[src/rtl/spi_master_arbiter.sv]
// rtl/spi_master_arbiter.sv - arbitrated SPI mode-0 master, one addr+data frame per grant; option macro SPI_ARB_FIXED_PRIO_EN
module spi_master_arbiter #(
    parameter int NUM_REQ = 2,
    parameter int CLK_DIV = 4,
    parameter int LEN_W   = 4
) (
    input  logic                     clk,
    input  logic                     resetN,
    input  logic [NUM_REQ-1:0]       reqValid,
    input  logic [NUM_REQ*8-1:0]     reqAddr,
    input  logic [NUM_REQ*LEN_W-1:0] reqLen,
    input  logic [NUM_REQ*8-1:0]     txData,
    output logic [NUM_REQ-1:0]       grant,
    output logic                     txTake,
    output logic [7:0]               rxData,
    output logic                     rxValid,
    output logic                     busy,
    output logic                     cs,
    output logic                     sck,
    output logic                     mosi,
    input  logic                     miso
);

    localparam int PTR_W = (NUM_REQ > 1) ? $clog2(NUM_REQ) : 1;
    localparam int CNT_W = $clog2(2 * CLK_DIV);
    localparam logic [CNT_W-1:0] HALF_END = CNT_W'(CLK_DIV - 1);
    localparam logic [CNT_W-1:0] GAP_END  = CNT_W'(2 * CLK_DIV - 1);

    typedef enum logic [2:0] {
        IDLE,
        CS_SETUP,
        SHIFT,
        CS_HOLD,
        CS_GAP
    } state_t;

    state_t             state;
    logic [CNT_W-1:0]   cnt;
    logic [2:0]         bit_cnt;
    logic [LEN_W-1:0]   byte_idx;   // 0 = address byte, 1..len_q = data bytes
    logic [LEN_W-1:0]   len_q;
    logic [6:0]         tx_sh;      // bits still to send after the one on mosi
    logic [7:0]         rx_sh;
    logic [PTR_W-1:0]   gnt_idx;
    logic [PTR_W-1:0]   arb_base;
    logic [PTR_W-1:0]   pick_idx;
    logic               pick_valid;

`ifdef SPI_ARB_FIXED_PRIO_EN
    assign arb_base = '0;
`else
    localparam logic [PTR_W-1:0] LAST_IDX = PTR_W'(NUM_REQ - 1);
    logic [PTR_W-1:0]   ptr;
    assign arb_base = ptr;
`endif

    // Pick the first asserted request at or after arb_base, wrapping; the
    // descending loop lets the smallest offset overwrite the others.
    always_comb begin
        pick_valid = 1'b0;
        pick_idx   = '0;
        for (int i = NUM_REQ - 1; i >= 0; i--) begin
            if (reqValid[(int'(arb_base) + i) % NUM_REQ]) begin
                pick_valid = 1'b1;
                pick_idx   = PTR_W'((int'(arb_base) + i) % NUM_REQ);
            end
        end
    end

    // Frame sequencer: arbitration, chip select framing, bit shifting, gap.
    always_ff @(posedge clk or negedge resetN) begin
        if (!resetN) begin
            state    <= IDLE;
            cnt      <= '0;
            bit_cnt  <= '0;
            byte_idx <= '0;
            len_q    <= '0;
            tx_sh    <= '0;
            rx_sh    <= '0;
            gnt_idx  <= '0;
`ifndef SPI_ARB_FIXED_PRIO_EN
            ptr      <= '0;
`endif
            grant    <= '0;
            txTake   <= 1'b0;
            rxData   <= 8'h00;
            rxValid  <= 1'b0;
            busy     <= 1'b0;
            cs       <= 1'b1;
            sck      <= 1'b0;
            mosi     <= 1'b0;
        end else begin
            txTake  <= 1'b0;
            rxValid <= 1'b0;
            case (state)
                IDLE: begin
                    if (pick_valid) begin
                        grant    <= NUM_REQ'(1) << pick_idx;
                        gnt_idx  <= pick_idx;
                        busy     <= 1'b1;
                        cs       <= 1'b0;
                        len_q    <= reqLen[LEN_W*pick_idx +: LEN_W];
                        mosi     <= reqAddr[8*pick_idx + 7];
                        tx_sh    <= reqAddr[8*pick_idx +: 7];
                        cnt      <= '0;
                        bit_cnt  <= '0;
                        byte_idx <= '0;
                        state    <= CS_SETUP;
                    end
                end
                CS_SETUP: begin
                    if (cnt == HALF_END) begin
                        cnt   <= '0;
                        state <= SHIFT;
                    end else begin
                        cnt <= cnt + 1'b1;
                    end
                end
                SHIFT: begin
                    if (cnt != HALF_END) begin
                        cnt <= cnt + 1'b1;
                    end else begin
                        cnt <= '0;
                        if (!sck) begin
                            sck   <= 1'b1;
                            rx_sh <= {rx_sh[6:0], miso};
                        end else begin
                            sck <= 1'b0;
                            if (bit_cnt != 3'd7) begin
                                bit_cnt <= bit_cnt + 1'b1;
                                mosi    <= tx_sh[6];
                                tx_sh   <= {tx_sh[5:0], 1'b0};
                            end else begin
                                bit_cnt <= '0;
                                // The address byte's miso content is never reported.
                                if (byte_idx != '0) begin
                                    rxData  <= rx_sh;
                                    rxValid <= 1'b1;
                                end
                                if (byte_idx == len_q) begin
                                    mosi  <= 1'b0;
                                    state <= CS_HOLD;
                                end else begin
                                    byte_idx <= byte_idx + 1'b1;
                                    mosi     <= txData[8*gnt_idx + 7];
                                    tx_sh    <= txData[8*gnt_idx +: 7];
                                    txTake   <= 1'b1;
                                end
                            end
                        end
                    end
                end
                CS_HOLD: begin
                    if (cnt == HALF_END) begin
                        cnt   <= '0;
                        cs    <= 1'b1;
                        grant <= '0;
`ifndef SPI_ARB_FIXED_PRIO_EN
                        ptr   <= (gnt_idx == LAST_IDX) ? '0 : gnt_idx + 1'b1;
`endif
                        state <= CS_GAP;
                    end else begin
                        cnt <= cnt + 1'b1;
                    end
                end
                CS_GAP: begin
                    if (cnt == GAP_END) begin
                        cnt   <= '0;
                        busy  <= 1'b0;
                        state <= IDLE;
                    end else begin
                        cnt <= cnt + 1'b1;
                    end
                end
                default: state <= IDLE;
            endcase
        end
    end

endmodule
[config.mk]
export PLATFORM = sky130hd
export DESIGN_NAME = spi_master_arbiter
export DESIGN_NICKNAME = d
export VERILOG_FILES = /design/src/rtl/spi_master_arbiter.sv
export SDC_FILE = /design/constraint.sdc
export NUM_CORES = 1
export LEC_CHECK = 0
export BUFFER_PORTS_ARGS = -buffer_cell sky130_fd_sc_hd__buf_2
export CAP_MARGIN = 10
export CORE_MARGIN = 1
export CORE_UTILIZATION = 45
export CTS_BUF_LIST = sky130_fd_sc_hd__clkbuf_8
export DETAILED_ROUTE_END_ITERATION = 8
export HOLD_SLACK_MARGIN = 0.03
export PLACE_DENSITY = 0.66
export SLEW_MARGIN = 20
export SYNTH_ARGS = -nofsm -noshare
export SYNTH_HDL_FRONTEND = slang
export SYNTH_SLANG_ARGS = --single-unit
[constraint.sdc]
create_clock -name clk -period 2.32 [get_ports clk]
set_input_delay 0.464 -clock clk [delete_from_list [all_inputs] [get_ports clk]]
set_output_delay 0.464 -clock clk [all_outputs]
set_load 0.05 [all_outputs]
==> results_dict.tcl <==
set metrics [dict create \
    layout_common_cells "buf_2, dfrtp_1, nand2_1, mux2_2, mux2i_1" \
    finalWeightedCongestion 0.8115 \
    ir_worst_vdd_v 0.0006141 \
    dp_hpwl_mm 3.836 \
    antenna_found_initial 0 \
    htreeDepth 2 \
    synth_flop_cell "dfrtp_1" \
    r2r_slack_ns 0.15 \
    critPathMaxFanout 13 \
    hold_slack_ns 0.2419 \
    r2r_end "byte_idx[0]" \
    internal-power_mw 2.032 \
    grt_max_degree 51 \
    finalCritPeriodShare 0.9356 \
    startpoint_type "register" \
    syn_inst 246 \
    endpoint_kind "register" \
    grt_first_pass_wirelength_mm 8.983 \
    powerDensity_nw_per_um2 1014 \
    r2r-start "cnt[0]" \
    ys_types 42 \
    grt_usage 0.1851 \
    cts_hold_buffers 0 \
    cts_tree "done" \
    status "completed" \
    worstPathRequired_ns 2.51 \
    cts_resized 0 \
    cts_made_buffers 5 \
    num_io_pins 61 \
    die_area_um2 6285 \
    fin_skew_ns 0.004310 \
    drtAntennaViolNets 0 \
    die_h_um 79.28 \
    drive_gt1_frac 0.3713 \
    leakagePower_nw 1.567 \
    comb_power_share 0.364 \
    dr.pass1.iters 5 \
    final_cell_area_um2 3183 \
    die_x_um 79.28 \
    synth.area.top_cells "dfrtp_1, mux2_2, mux2i_1" \
    grt_pass1_vias 1938 \
    gr-total-overflow 0 \
    yosys_register_bits 50 \
    crit_arrival_ns 2.36 \
    slew_headroom 0.5774 \
    tns_ns 0 \
    rsz0062_at_grt "false" \
    cts_max_path_buffers 2 \
    period_minus_slack_ns 2.171 \
    drv_slew 0 \
    critPathKind "register to register" \
    avgRoutedWirePerCell_um 14.25 \
    synth_edf_count 0 \
    p_clk_frac 0.228 \
    clock_latency_ns 0.30 \
    synth_top_area_share 0.4562 \
    fmax_ghz 0.4607 \
    synth_top_area_cell "dfrtp_1" \
    syn-num-nets 301 \
    dr.first_iter.drc_count 98 \
    synthArstFlopShare 1.000 \
    port_buffers 60 \
    maxCapViolCount 0 \
    report.final.hold_viol_count 0 \
    synth_area_per_cell_um2 10.93 \
    cts.sinks 50 \
    start_util 0.4764 \
    r2r_cells 6 \
    final_common_cell "buf_2" \
    nNetsFinal 361 \
    seqPwrFrac 0.408 \
    drc_errors 0 \
    yosys_warnings 0 \
    rows 27 \
    setup_violations 0 \
    tightest_slew_ns 0.6271 \
    core_um2 5642 \
    wl_mm 5.399 \
    diodes 0 \
    syn-cell-area_um2 2688 \
    hold_class "input pin to asynchronous set/reset pin" \
    dr_total_vias 2031 \
    cts_setup_buffers 0 \
    power_switching_mw 1.196 \
    vias_per_cell 5.359 \
    ys_seq_area_frac 0.4660 \
    cts-root-buf "clkbuf_8" \
    post_dp_cell_area_um2 3045 \
    p_sw_frac 0.3705 \
    cts.clk_slew.worst_paths_ns 0.09 \
    areaGrowthSynthToFinish_pct 18.44 \
]
[state kept, by name (all words and copies together), names as in the netlist]
| register | flops |
|---|---|
| arb_base | 1 |
| bit_cnt | 3 |
| busy | 1 |
| byte_idx | 4 |
| cnt | 3 |
| cs | 1 |
| gnt_idx | 1 |
| grant | 2 |
| len_q | 4 |
| mosi | 1 |
| rxData | 8 |
| rxValid | 1 |
| rx_sh | 8 |
| sck | 1 |
| state | 3 |
| txTake | 1 |
| tx_sh | 7 |
[worst max-delay path by stage]
| stage | start | to | slack, ns | cells after the start |
|---|---|---|---|---|
| CTS | cnt[0] | byte_idx[0] | 0.15 | 6 |
| detailed placement | cnt[0] | byte_idx[0] | 0.17 | 6 |
| floorplan | sck | byte_idx[0] | 0.37 | 6 |
| finish | cnt[0] | byte_idx[0] | 0.15 | 6 |
| global route | cnt[0] | byte_idx[0] | 0.02 | 6 |
| global placement | cnt[0] | byte_idx[0] | 0.24 | 6 |
[metrics by stage]
step	std cells	utilization	setup slack, ns	total power, mW
after global placement	371	0.5398	0.2359	2.484
after floorplan	246	-	0.3674	2.265
after CTS	379	0.5642	0.1469	3.251
after global routing	379	0.5642	0.01518	3.428
after detailed placement	371	0.5398	0.1724	2.514
final	379	0.5642	0.1494	3.228
[logic make-up (layout without fill, tap and decap cells)]
logic type	Yosys count	after routing	share of synthesized area
simple gates	62	62	0.1108
flops	50	50	0.4660
compound gates	49	49	0.1299
mux	45	45	0.1797
buf+inv	23	84	0.04422
fa+ha+maj	10	10	0.04655
xor+xnor	7	7	0.02281
[area by class of cell]
class | instances | area (um^2)
clock buffer | 5 | 68.82
fill | 482 | 2459
timing repair buffer | 67 | 352.8
clock inverter | 3 | 68.82
multi-input combinational | 173 | 1316
tap | 72 | 90.09
sequential | 50 | 1252
inverter | 9 | 33.78
[synth_stat cells, types with 5 or more instances]
| master | number |
|---|---|
| a21oi_1 | 10 |
| dfrtp_1 | 49 |
| ha_1 | 10 |
| inv_1 | 9 |
| mux2_2 | 26 |
| mux2i_1 | 19 |
| nand2_1 | 27 |
| nor2_1 | 15 |
| nor3_1 | 5 |
| o211ai_1 | 6 |
| o21ai_0 | 14 |
| xor2_1 | 5 |
[power by group through the flow]
stage          Sequential [mW]  Combinational [mW]  Clock [mW]
6_report                  1.32                1.18       0.734
5_1_grt                   1.35                1.30       0.779
4_1_cts                   1.32                1.19       0.746
3_5_place_dp              1.33                1.18           0
3_3_place_gp              1.33                1.15           0
2_1_floorplan             1.36               0.907           0
[worst max-delay path, stage by stage, from the launching register on]
cell      delay [ns]
dfrtp_1         0.41
ha_1            0.23
ha_1            0.23
nand2_1         0.07
a2111o_1        0.60
a21o_1          0.24
mux2_2          0.26
[layer usage]
| layer | track usage | vias up | share of wire |
|---|---|---|---|
| li1 | - | 994 | - |
| met1 | 0.2529 | 998 | 0.47 |
| met2 | 0.2957 | 34 | 0.49 |
| met3 | 0.03793 | 5 | 0.034 |
| met4 | 0.05455 | 0 | 0.011 |
| met5 | 0 | - | 0 |
Note: power is estimated with default switching activity, not from simulation.
